<file path="config.mk">
export PLATFORM = sky130hd
export DESIGN_NAME = lockout_controller
export DESIGN_NICKNAME = d
export VERILOG_FILES = /design/src/rtl/security_pkg.sv /design/src/rtl/lockout_controller_down_timer.sv /design/src/rtl/lockout_controller.sv
export SDC_FILE = /design/constraint.sdc
export NUM_CORES = 1
export LEC_CHECK = 0
export ABC_CLOCK_PERIOD_IN_PS = 5550
export BUFFER_PORTS_ARGS = -buffer_cell sky130_fd_sc_hd__buf_2
export CAP_MARGIN = 20
export CORE_MARGIN = 2
export CORE_UTILIZATION = 50
export CTS_BUF_LIST = sky130_fd_sc_hd__clkbuf_16
export DETAILED_ROUTE_END_ITERATION = 8
export GPL_ROUTABILITY_DRIVEN = 0
export GPL_TIMING_DRIVEN = 0
export PLACE_DENSITY = 0.69
export SETUP_SLACK_MARGIN = 0.2
export SYNTH_ARGS = -nofsm -noshare
export SYNTH_HDL_FRONTEND = slang
export SYNTH_SLANG_ARGS = --single-unit
</file>
<file path="constraint.sdc">
create_clock -name clk -period 5.55 [get_ports clk]
set_clock_uncertainty 0.1 [all_clocks]
set_input_delay 1.3875 -clock clk [delete_from_list [all_inputs] [get_ports clk]]
set_output_delay 1.3875 -clock clk [all_outputs]
set_load 0.01 [all_outputs]
</file>
<file path="src/rtl/security_pkg.sv">
// ---------------------------------------------------------------------------
// security_pkg
// Shared definitions for the keypad security chain: the lockout FSM state
// encoding, the fail-counter width and the default policy constants. The
// comparator and display stages import the same constants, so every stage
// uses the same values.
// ---------------------------------------------------------------------------
package security_pkg;

    // Width of the wrong-attempt counter.
    localparam int CNT_W = 3;

    // Default policy: wrong entries before the alarm latches, and the lockout
    // and door-open durations in clock cycles.
    localparam int MAX_FAILS_DEF   = 3;
    localparam int LOCK_CYCLES_DEF = 1000;
    localparam int OPEN_CYCLES_DEF = 500;

    typedef enum logic [2:0] {
        ST_IDLE    = 3'd0,
        ST_OPEN    = 3'd1,
        ST_LOCKOUT = 3'd2,
        ST_ALARM   = 3'd3,
        ST_FIRE    = 3'd4
    } lock_state_e;

    // The door actuator is released in OPEN and during a fire override.
    function automatic logic state_door_open(input lock_state_e s);
        return (s == ST_OPEN) || (s == ST_FIRE);
    endfunction

    // New entries are refused while locked out or while the alarm is latched.
    function automatic logic state_locked(input lock_state_e s);
        return (s == ST_LOCKOUT) || (s == ST_ALARM);
    endfunction

    // The siren sounds on a latched alarm and during a fire override.
    function automatic logic state_alarm(input lock_state_e s);
        return (s == ST_ALARM) || (s == ST_FIRE);
    endfunction

endpackage

</file>
<file path="src/rtl/lockout_controller_down_timer.sv">
// ---------------------------------------------------------------------------
// down_timer
// Loadable down-counter that stops at zero. The OPEN and LOCKOUT states share
// one instance.
//   clk_i       system clock, rising edge
//   rst_ni      asynchronous active-low reset (count cleared)
//   load_i      load load_val_i this cycle (has priority over tick_i)
//   load_val_i  reload value
//   tick_i      decrement by one if not already zero
//   zero_o      current count is zero
// ---------------------------------------------------------------------------
module down_timer #(
    parameter int W = 16
) (
    input  logic         clk_i,
    input  logic         rst_ni,
    input  logic         load_i,
    input  logic [W-1:0] load_val_i,
    input  logic         tick_i,
    output logic         zero_o
);

    logic [W-1:0] cnt_q;
    logic [W-1:0] cnt_d;

    // Next count: load wins, otherwise decrement and saturate at zero.
    always_comb begin
        cnt_d = cnt_q;
        if (load_i) begin
            cnt_d = load_val_i;
        end else if (tick_i && (cnt_q != {W{1'b0}})) begin
            cnt_d = cnt_q - {{(W-1){1'b0}}, 1'b1};
        end else begin
            cnt_d = cnt_q;
        end
    end

    // Count register.
    always_ff @(posedge clk_i or negedge rst_ni) begin
        if (!rst_ni) begin
            cnt_q <= {W{1'b0}};
        end else begin
            cnt_q <= cnt_d;
        end
    end

    assign zero_o = (cnt_q == {W{1'b0}});

endmodule

</file>
<file path="src/rtl/lockout_controller.sv">
// ---------------------------------------------------------------------------
// lockout_controller
// Supervisor downstream of the password comparator. It takes one verdict per
// completed entry and drives the door, lock and alarm outputs: a timed door
// opening on a correct entry, a timed lockout after each wrong entry, a
// latched alarm after MAX_FAILS wrong entries, and a fire override.
//   clk, rst_n      clock / asynchronous active-low reset
//   attempt_valid   one-cycle pulse, pass_ok valid
//   pass_ok         1 = password correct
//   fire_alarm      level, forces door open + siren
//   alarm_disable   one-cycle admin pulse, clears count, leaves ALARM/LOCKOUT
//   door_open       unlock actuator
//   locked          entries refused (LOCKOUT or ALARM)
//   alarm           siren
//   fail_count      registered wrong-attempt count
//   attempt_ack     entry accepted and evaluated
//   attempt_rej     entry discarded
// All outputs are registered and follow the inputs with one cycle of latency.
// ---------------------------------------------------------------------------
module lockout_controller
    import security_pkg::*;
#(
    parameter int MAX_FAILS   = MAX_FAILS_DEF,
    parameter int LOCK_CYCLES = LOCK_CYCLES_DEF,
    parameter int OPEN_CYCLES = OPEN_CYCLES_DEF,
    parameter int CNT_W       = security_pkg::CNT_W,
    parameter int TMR_W       = 16
) (
    input  logic             clk,
    input  logic             rst_n,
    input  logic             attempt_valid,
    input  logic             pass_ok,
    input  logic             fire_alarm,
    input  logic             alarm_disable,
    output logic             door_open,
    output logic             locked,
    output logic             alarm,
    output logic [CNT_W-1:0] fail_count,
    output logic             attempt_ack,
    output logic             attempt_rej
);

    // Reject parameter sets that the timer or the counter cannot represent.
    if ((LOCK_CYCLES < 1) || (OPEN_CYCLES < 1) ||
        (LOCK_CYCLES > (32'sd1 <<< TMR_W)) || (OPEN_CYCLES > (32'sd1 <<< TMR_W))) begin : g_tmr_chk
        $error("lockout_controller: cycle counts must be 1..2**TMR_W");
    end
    if ((MAX_FAILS < 1) || (MAX_FAILS > ((32'sd1 <<< CNT_W) - 32'sd1))) begin : g_cnt_chk
        $error("lockout_controller: MAX_FAILS must be 1..2**CNT_W-1");
    end

    // Timer reloads are "cycles - 1": the state lasts through the cycle in
    // which the timer reads zero, which gives exactly the requested length.
    localparam logic [TMR_W-1:0] OPEN_RELOAD = TMR_W'(OPEN_CYCLES - 1);
    localparam logic [TMR_W-1:0] LOCK_RELOAD = TMR_W'(LOCK_CYCLES - 1);
    localparam logic [CNT_W-1:0] MAX_CNT     = CNT_W'(MAX_FAILS);

    lock_state_e      state_q, state_d;
    logic [CNT_W-1:0] fail_count_q, fail_count_d;
    logic [CNT_W-1:0] next_fail_s;
    logic             door_open_q, door_open_d;
    logic             locked_q, locked_d;
    logic             alarm_q, alarm_d;
    logic             ack_q, ack_d;
    logic             rej_q, rej_d;
    logic             tmr_load_s;
    logic [TMR_W-1:0] tmr_val_s;
    logic             tmr_tick_s;
    logic             tmr_zero_s;

    down_timer #(
        .W (TMR_W)
    ) u_timer (
        .clk_i      (clk),
        .rst_ni     (rst_n),
        .load_i     (tmr_load_s),
        .load_val_i (tmr_val_s),
        .tick_i     (tmr_tick_s),
        .zero_o     (tmr_zero_s)
    );

    // Count after one more wrong entry. The counter only advances in IDLE,
    // and IDLE is never reached with the count at MAX_FAILS, so it cannot wrap.
    assign next_fail_s = fail_count_q + {{(CNT_W-1){1'b0}}, 1'b1};

    // State register and wrong-attempt count.
    always_ff @(posedge clk or negedge rst_n) begin
        if (!rst_n) begin
            state_q      <= ST_IDLE;
            fail_count_q <= {CNT_W{1'b0}};
        end else begin
            state_q      <= state_d;
            fail_count_q <= fail_count_d;
        end
    end

    // Next state, count, timer control and handshake.
    // Priority: fire_alarm > alarm_disable > attempt_valid.
    always_comb begin
        state_d      = state_q;
        fail_count_d = fail_count_q;
        tmr_load_s   = 1'b0;
        tmr_val_s    = {TMR_W{1'b0}};
        tmr_tick_s   = 1'b0;
        ack_d        = 1'b0;
        rej_d        = 1'b0;
        if (fire_alarm) begin
            state_d      = ST_FIRE;
            fail_count_d = {CNT_W{1'b0}};
            tmr_load_s   = 1'b1;
            rej_d        = attempt_valid;
        end else if (alarm_disable) begin
            // An entry coinciding with the admin pulse is never evaluated.
            fail_count_d = {CNT_W{1'b0}};
            rej_d        = attempt_valid;
            case (state_q)
                ST_OPEN: begin
                    // A door already open runs its normal countdown.
                    if (tmr_zero_s) begin
                        state_d = ST_IDLE;
                    end else begin
                        tmr_tick_s = 1'b1;
                    end
                end
                default: begin
                    // IDLE, LOCKOUT, ALARM, and FIRE with the fire input now low.
                    state_d    = ST_IDLE;
                    tmr_load_s = 1'b1;
                end
            endcase
        end else begin
            case (state_q)
                ST_IDLE: begin
                    if (attempt_valid) begin
                        ack_d = 1'b1;
                        if (pass_ok) begin
                            fail_count_d = {CNT_W{1'b0}};
                            tmr_load_s   = 1'b1;
                            tmr_val_s    = OPEN_RELOAD;
                            state_d      = ST_OPEN;
                        end else if (next_fail_s == MAX_CNT) begin
                            fail_count_d = next_fail_s;
                            state_d      = ST_ALARM;
                        end else begin
                            fail_count_d = next_fail_s;
                            tmr_load_s   = 1'b1;
                            tmr_val_s    = LOCK_RELOAD;
                            state_d      = ST_LOCKOUT;
                        end
                    end else begin
                        state_d = ST_IDLE;
                    end
                end
                ST_OPEN, ST_LOCKOUT: begin
                    rej_d = attempt_valid;
                    if (tmr_zero_s) begin
                        state_d = ST_IDLE;
                    end else begin
                        tmr_tick_s = 1'b1;
                    end
                end
                ST_ALARM: begin
                    rej_d   = attempt_valid;
                    state_d = ST_ALARM;
                end
                ST_FIRE: begin
                    // First cycle with the fire input low.
                    rej_d   = attempt_valid;
                    state_d = ST_IDLE;
                end
                default: begin
                    state_d      = ST_IDLE;
                    fail_count_d = {CNT_W{1'b0}};
                    tmr_load_s   = 1'b1;
                end
            endcase
        end
    end

    // Output decode from the next state so the registered outputs line up
    // with the state register.
    always_comb begin
        door_open_d = state_door_open(state_d);
        locked_d    = state_locked(state_d);
        alarm_d     = state_alarm(state_d);
    end

    // Output registers.
    always_ff @(posedge clk or negedge rst_n) begin
        if (!rst_n) begin
            door_open_q <= 1'b0;
            locked_q    <= 1'b0;
            alarm_q     <= 1'b0;
            ack_q       <= 1'b0;
            rej_q       <= 1'b0;
        end else begin
            door_open_q <= door_open_d;
            locked_q    <= locked_d;
            alarm_q     <= alarm_d;
            ack_q       <= ack_d;
            rej_q       <= rej_d;
        end
    end

    assign door_open   = door_open_q;
    assign locked      = locked_q;
    assign alarm       = alarm_q;
    assign fail_count  = fail_count_q;
    assign attempt_ack = ack_q;
    assign attempt_rej = rej_q;

endmodule

</file>
==> qor.log <==
qor: worst_hold_path.hold_crit_endpoint u_timer.cnt_q[9]
qor: layout.fin_nets 192
qor: critical_path.crit_path_end_kind flip-flop
qor: route.antenna_left 0
qor: global_route.grtUsageMet2 35.6%
qor: clock_tree.clk_transition_reported_paths 0.06 ns
qor: global_route.gr-usage-met3 2.77%
qor: floorplanning.placeableCoreArea 3080 sq um
qor: clock_tree.cts-hold-fix-buffers 0
qor: sta.report.final.setup_viol 0
qor: pwr.power.total 0.000472 W
qor: synthesis.ys_ff_latch 27
qor: floorplanning.boundaryPins 14
qor: global_route.via_count_of_the_first_global_routing_pass 1,255
qor: worst_hold_path.hold_depth 1
qor: sta.final.hold.worst_slack 0.451 ns
qor: sta.maxClockFrequency 335 MHz
qor: placement.place.port_buffers 12
qor: sta.period_minus_slack 2.99 ns
qor: critical_path.cp_cell_sequence buf_2 > or3b_4 > a21oi_4 > and2_1 > buf_4 > buf_4 > a31oi_1 > o22a_1
qor: clock_tree.tritoncts built
qor: clock_tree.maximum_clock_insertion_buffer_count 2
qor: route.vias 1,357
qor: global_route.global_route.overflow_total 0
qor: synthesis.yosysTopAreaCell sky130_fd_sc_hd__dfrtp_1
qor: critical_path.r2r-start u_timer.cnt_q[0]
qor: synthesis.post_synth_net_total 175
qor: clock_tree.cts_inserted_buffers 3
qor: critical_path.max_stage_delay 0.39 ns
qor: critical_path.worst-endpoint-required 5.60 ns
qor: synthesis.synth.avg_cell_area 9.84 sq um
qor: sta.slew_headroom 60.1%
qor: synthesis.synth.top_cells.by_count sky130_fd_sc_hd__dfrtp_1 (27), sky130_fd_sc_hd__nor2_1 (18), sky130_fd_sc_hd__o22a_1 (12)
qor: synthesis.synth-seq-area-share 41.6%
qor: floorplanning.row_count 20
qor: synthesis.synthArstFlopShare 100%
qor: worst_hold_path.worst_hold_path_type flip-flop to flip-flop
qor: route.initial_detailed_routing_violation_count 74
qor: global_route.antenna_violations_before_repair 0
qor: route.count_of_unresolved_drc_violations_after_routing 0
qor: layout.area_delta_synth_final 12.2%
qor: sta.part_of_the_cycle_the_worst_path_needs 53.8%
qor: critical_path.ff2ff_setup_slack 2.98 ns
qor: critical_path.critical_path_arrival 3.04 ns
qor: route.first_pass_iters 4
qor: global_route.met1_usage 29.3%
qor: synthesis.synth.distinct_cells 46
qor: critical_path.worst_r2r_path_depth 9
qor: route.wl_per_cell 15.5 microns
qor: layout.antenna_diode_count 0
qor: critical_path.startpoint_class input port
qor: sta.tightestPinTransition 0.596 ns
qor: synthesis.postSynthCellCount 165
qor: synthesis.synth_warnings 0
qor: floorplanning.die_area 3720 sq um
qor: synthesis.synthesis.area 1620 sq um
qor: sta.final.setup.worst_slack 2.56 ns
qor: layout.layout.core_utilization 59.2%
qor: synthesis.synth_ff_type sky130_fd_sc_hd__dfrtp_1
qor: clock_tree.cts.sinks 27
qor: sta.report.final.slew_viol_count 0
qor: global_route.global_route.peak_usage_layer met2
qor: floorplanning.die_width 61.0 microns
qor: placement.preCtsSetupSlack 2.28 ns
qor: floorplanning.initial_util 52.8%
qor: critical_path.path_delay_family compound AO/OA/AOI/OAI gates
qor: route.drt-vias-per-instance 6.03
qor: critical_path.setup.worst_path.class input port to flip-flop
qor: critical_path.timing.critical_path.fanout_max 10
qor: clock_tree.ctsRootBufferMaster sky130_fd_sc_hd__clkbuf_16
qor: pwr.p_leak 0.824 nW
qor: global_route.grt_use_total 21.5%
qor: critical_path.timing.rr.end u_timer.cnt_q[9]
qor: clock_tree.clock_insertion_delay_at_the_later_pin_of_the_skew_report 0.26 ns
qor: synthesis.netlist_top_cells_area sky130_fd_sc_hd__dfrtp_1 (42%), sky130_fd_sc_hd__o22a_1 (6.5%), sky130_fd_sc_hd__nor2_1 (4.2%)
qor: placement.detailed_placement_wirelength_estimate 2.58 mm
qor: clock_tree.post-cts-setup-buffers 0
qor: critical_path.critPathSlowestCell sky130_fd_sc_hd__or3b_4
qor: global_route.grt_pass1_wl 5.88 mm
qor: route.routed_wirelength 3.48 mm
qor: worst_hold_path.min_from u_timer.cnt_q[9]
qor: layout.share_of_layout_cells_above_drive_strength_1 14.9%
qor: clock_tree.cts-htree-levels 1
qor: synthesis.yosysMostFrequentCell sky130_fd_sc_hd__dfrtp_1
qor: clock_tree.resized_cells_post_cts 0
qor: floorplanning.die_h 61.0 microns
qor: critical_path.cpMostUsedCell sky130_fd_sc_hd__buf_4
qor: sta.finalSetupTns 0 ns
qor: synthesis.post_synth_edffs 0
qor: critical_path.cp.buffers_inverters 3
qor: outcome.outcome finished clean
qor: pwr.irDropWorstVdd 147 uV
qor: pwr.power_density 259 nW/um^2
qor: sta.rsz_0062_raised_after_global_routing false
qor: global_route.grt_max_degree 28
qor: synthesis.synth_top_area_share 41.6%
qor: job.drv.max_cap_violation_count 0
qor: sta.final-hold-violation-count 0
==> logic make-up (layout without fill, tap and decap cells) <==
group	after synthesis	after routing	share of synthesized area, %
multiplexers	1	1	0.616
buffers and inverters	11	27	3.77
adder cells (fa/ha/maj)	4	4	3.08
XOR/XNOR	8	8	4.31
AO/OA/AOI/OAI	47	47	23.0
AND/OR/NAND/NOR	67	67	23.7
flip-flops	27	27	41.6
==> through the flow <==
| step | std cells | area (sq um) |
|---|---|---|
| after detailed placement | 221 | 1740 |
| after global routing | 225 | 1820 |
| final | 225 | 1820 |
| after CTS | 225 | 1820 |
| after global placement | 221 | 1740 |
| after floorplan | 165 | 1620 |
==> placed cells by master (no fill, tap or decap), types with 3 or more instances in the layout <==
master | netlist | routed
sky130_fd_sc_hd__nor4_1 | 4 | 4
sky130_fd_sc_hd__buf_2 | 1 | 13
sky130_fd_sc_hd__nor2_1 | 18 | 18
sky130_fd_sc_hd__inv_1 | 3 | 3
sky130_fd_sc_hd__nand4_1 | 5 | 5
sky130_fd_sc_hd__nor2b_1 | 4 | 4
sky130_fd_sc_hd__xor2_1 | 7 | 7
sky130_fd_sc_hd__nor3_1 | 9 | 9
sky130_fd_sc_hd__nand2_1 | 4 | 4
sky130_fd_sc_hd__and2_1 | 4 | 4
sky130_fd_sc_hd__a21oi_1 | 6 | 6
sky130_fd_sc_hd__a31oi_1 | 7 | 7
sky130_fd_sc_hd__a22oi_1 | 3 | 3
sky130_fd_sc_hd__o21ai_0 | 3 | 3
sky130_fd_sc_hd__buf_4 | 3 | 3
sky130_fd_sc_hd__ha_1 | 4 | 4
sky130_fd_sc_hd__o22a_1 | 12 | 12
sky130_fd_sc_hd__dfrtp_1 | 27 | 27
sky130_fd_sc_hd__clkbuf_16 | 0 | 3
sky130_fd_sc_hd__clkbuf_1 | 3 | 3
sky130_fd_sc_hd__o32a_1 | 3 | 3
==> worst register-to-register path, stage by stage (launching register included) <==
cell	delay, ns
sky130_fd_sc_hd__dfrtp_1	0.42
sky130_fd_sc_hd__inv_1	0.10
sky130_fd_sc_hd__ha_1	0.16
sky130_fd_sc_hd__nor4b_1	0.40
sky130_fd_sc_hd__nand4_1	0.33
sky130_fd_sc_hd__and2_1	0.26
sky130_fd_sc_hd__buf_4	0.16
sky130_fd_sc_hd__buf_4	0.17
sky130_fd_sc_hd__o22a_1	0.19
sky130_fd_sc_hd__o22a_1	0.17
==> state kept, by name (all words and copies together), names as in the netlist <==
name	cells
state_q	3
alarm	1
attempt_rej	1
locked	1
u_timer.cnt_q	16
attempt_ack	1
door_open	1
fail_count	3
==> per-layer routing <==
metal  up-vias  wire length, microns
met5         -                     0
met4         0                    51
met3         6                   145
met2        33                  1710
met1       661                  1570
li1        657                     -
==> power by group <==
group	internal [W]	total [W]	switching [W]
Clock	0.0000979	0.000164	0.0000663
Sequential	0.000205	0.000214	0.00000929
Combinational	0.0000378	0.0000938	0.0000559
Total	0.000340	0.000472	0.000132
==> cell type report <==
type / instances / area, sq um
fillers: 271 / 1260
multi-input cells: 127 / 887
flip-flops and latches: 27 / 676
clock buffers: 3 / 75.1
repair buffers: 12 / 60.1
well taps: 44 / 55.1
plain buffers: 8 / 50.0
inverters: 3 / 11.3
clock inverters: 1 / 7.51
==> worst max path at each step <==
stage          slack (ns)  cells past startpoint           from          endpoint
6_report             2.56                      8  alarm_disable  u_timer.cnt_q[7]
5_1_grt              2.46                      6  attempt_valid  u_timer.cnt_q[8]
4_1_cts              2.56                      8  alarm_disable  u_timer.cnt_q[7]
3_5_place_dp         2.28                      8  alarm_disable  u_timer.cnt_q[7]
3_3_place_gp         2.33                      7  attempt_valid  u_timer.cnt_q[9]
2_1_floorplan        2.50                      8  alarm_disable  u_timer.cnt_q[7]
(Power assumes the default switching activity.)
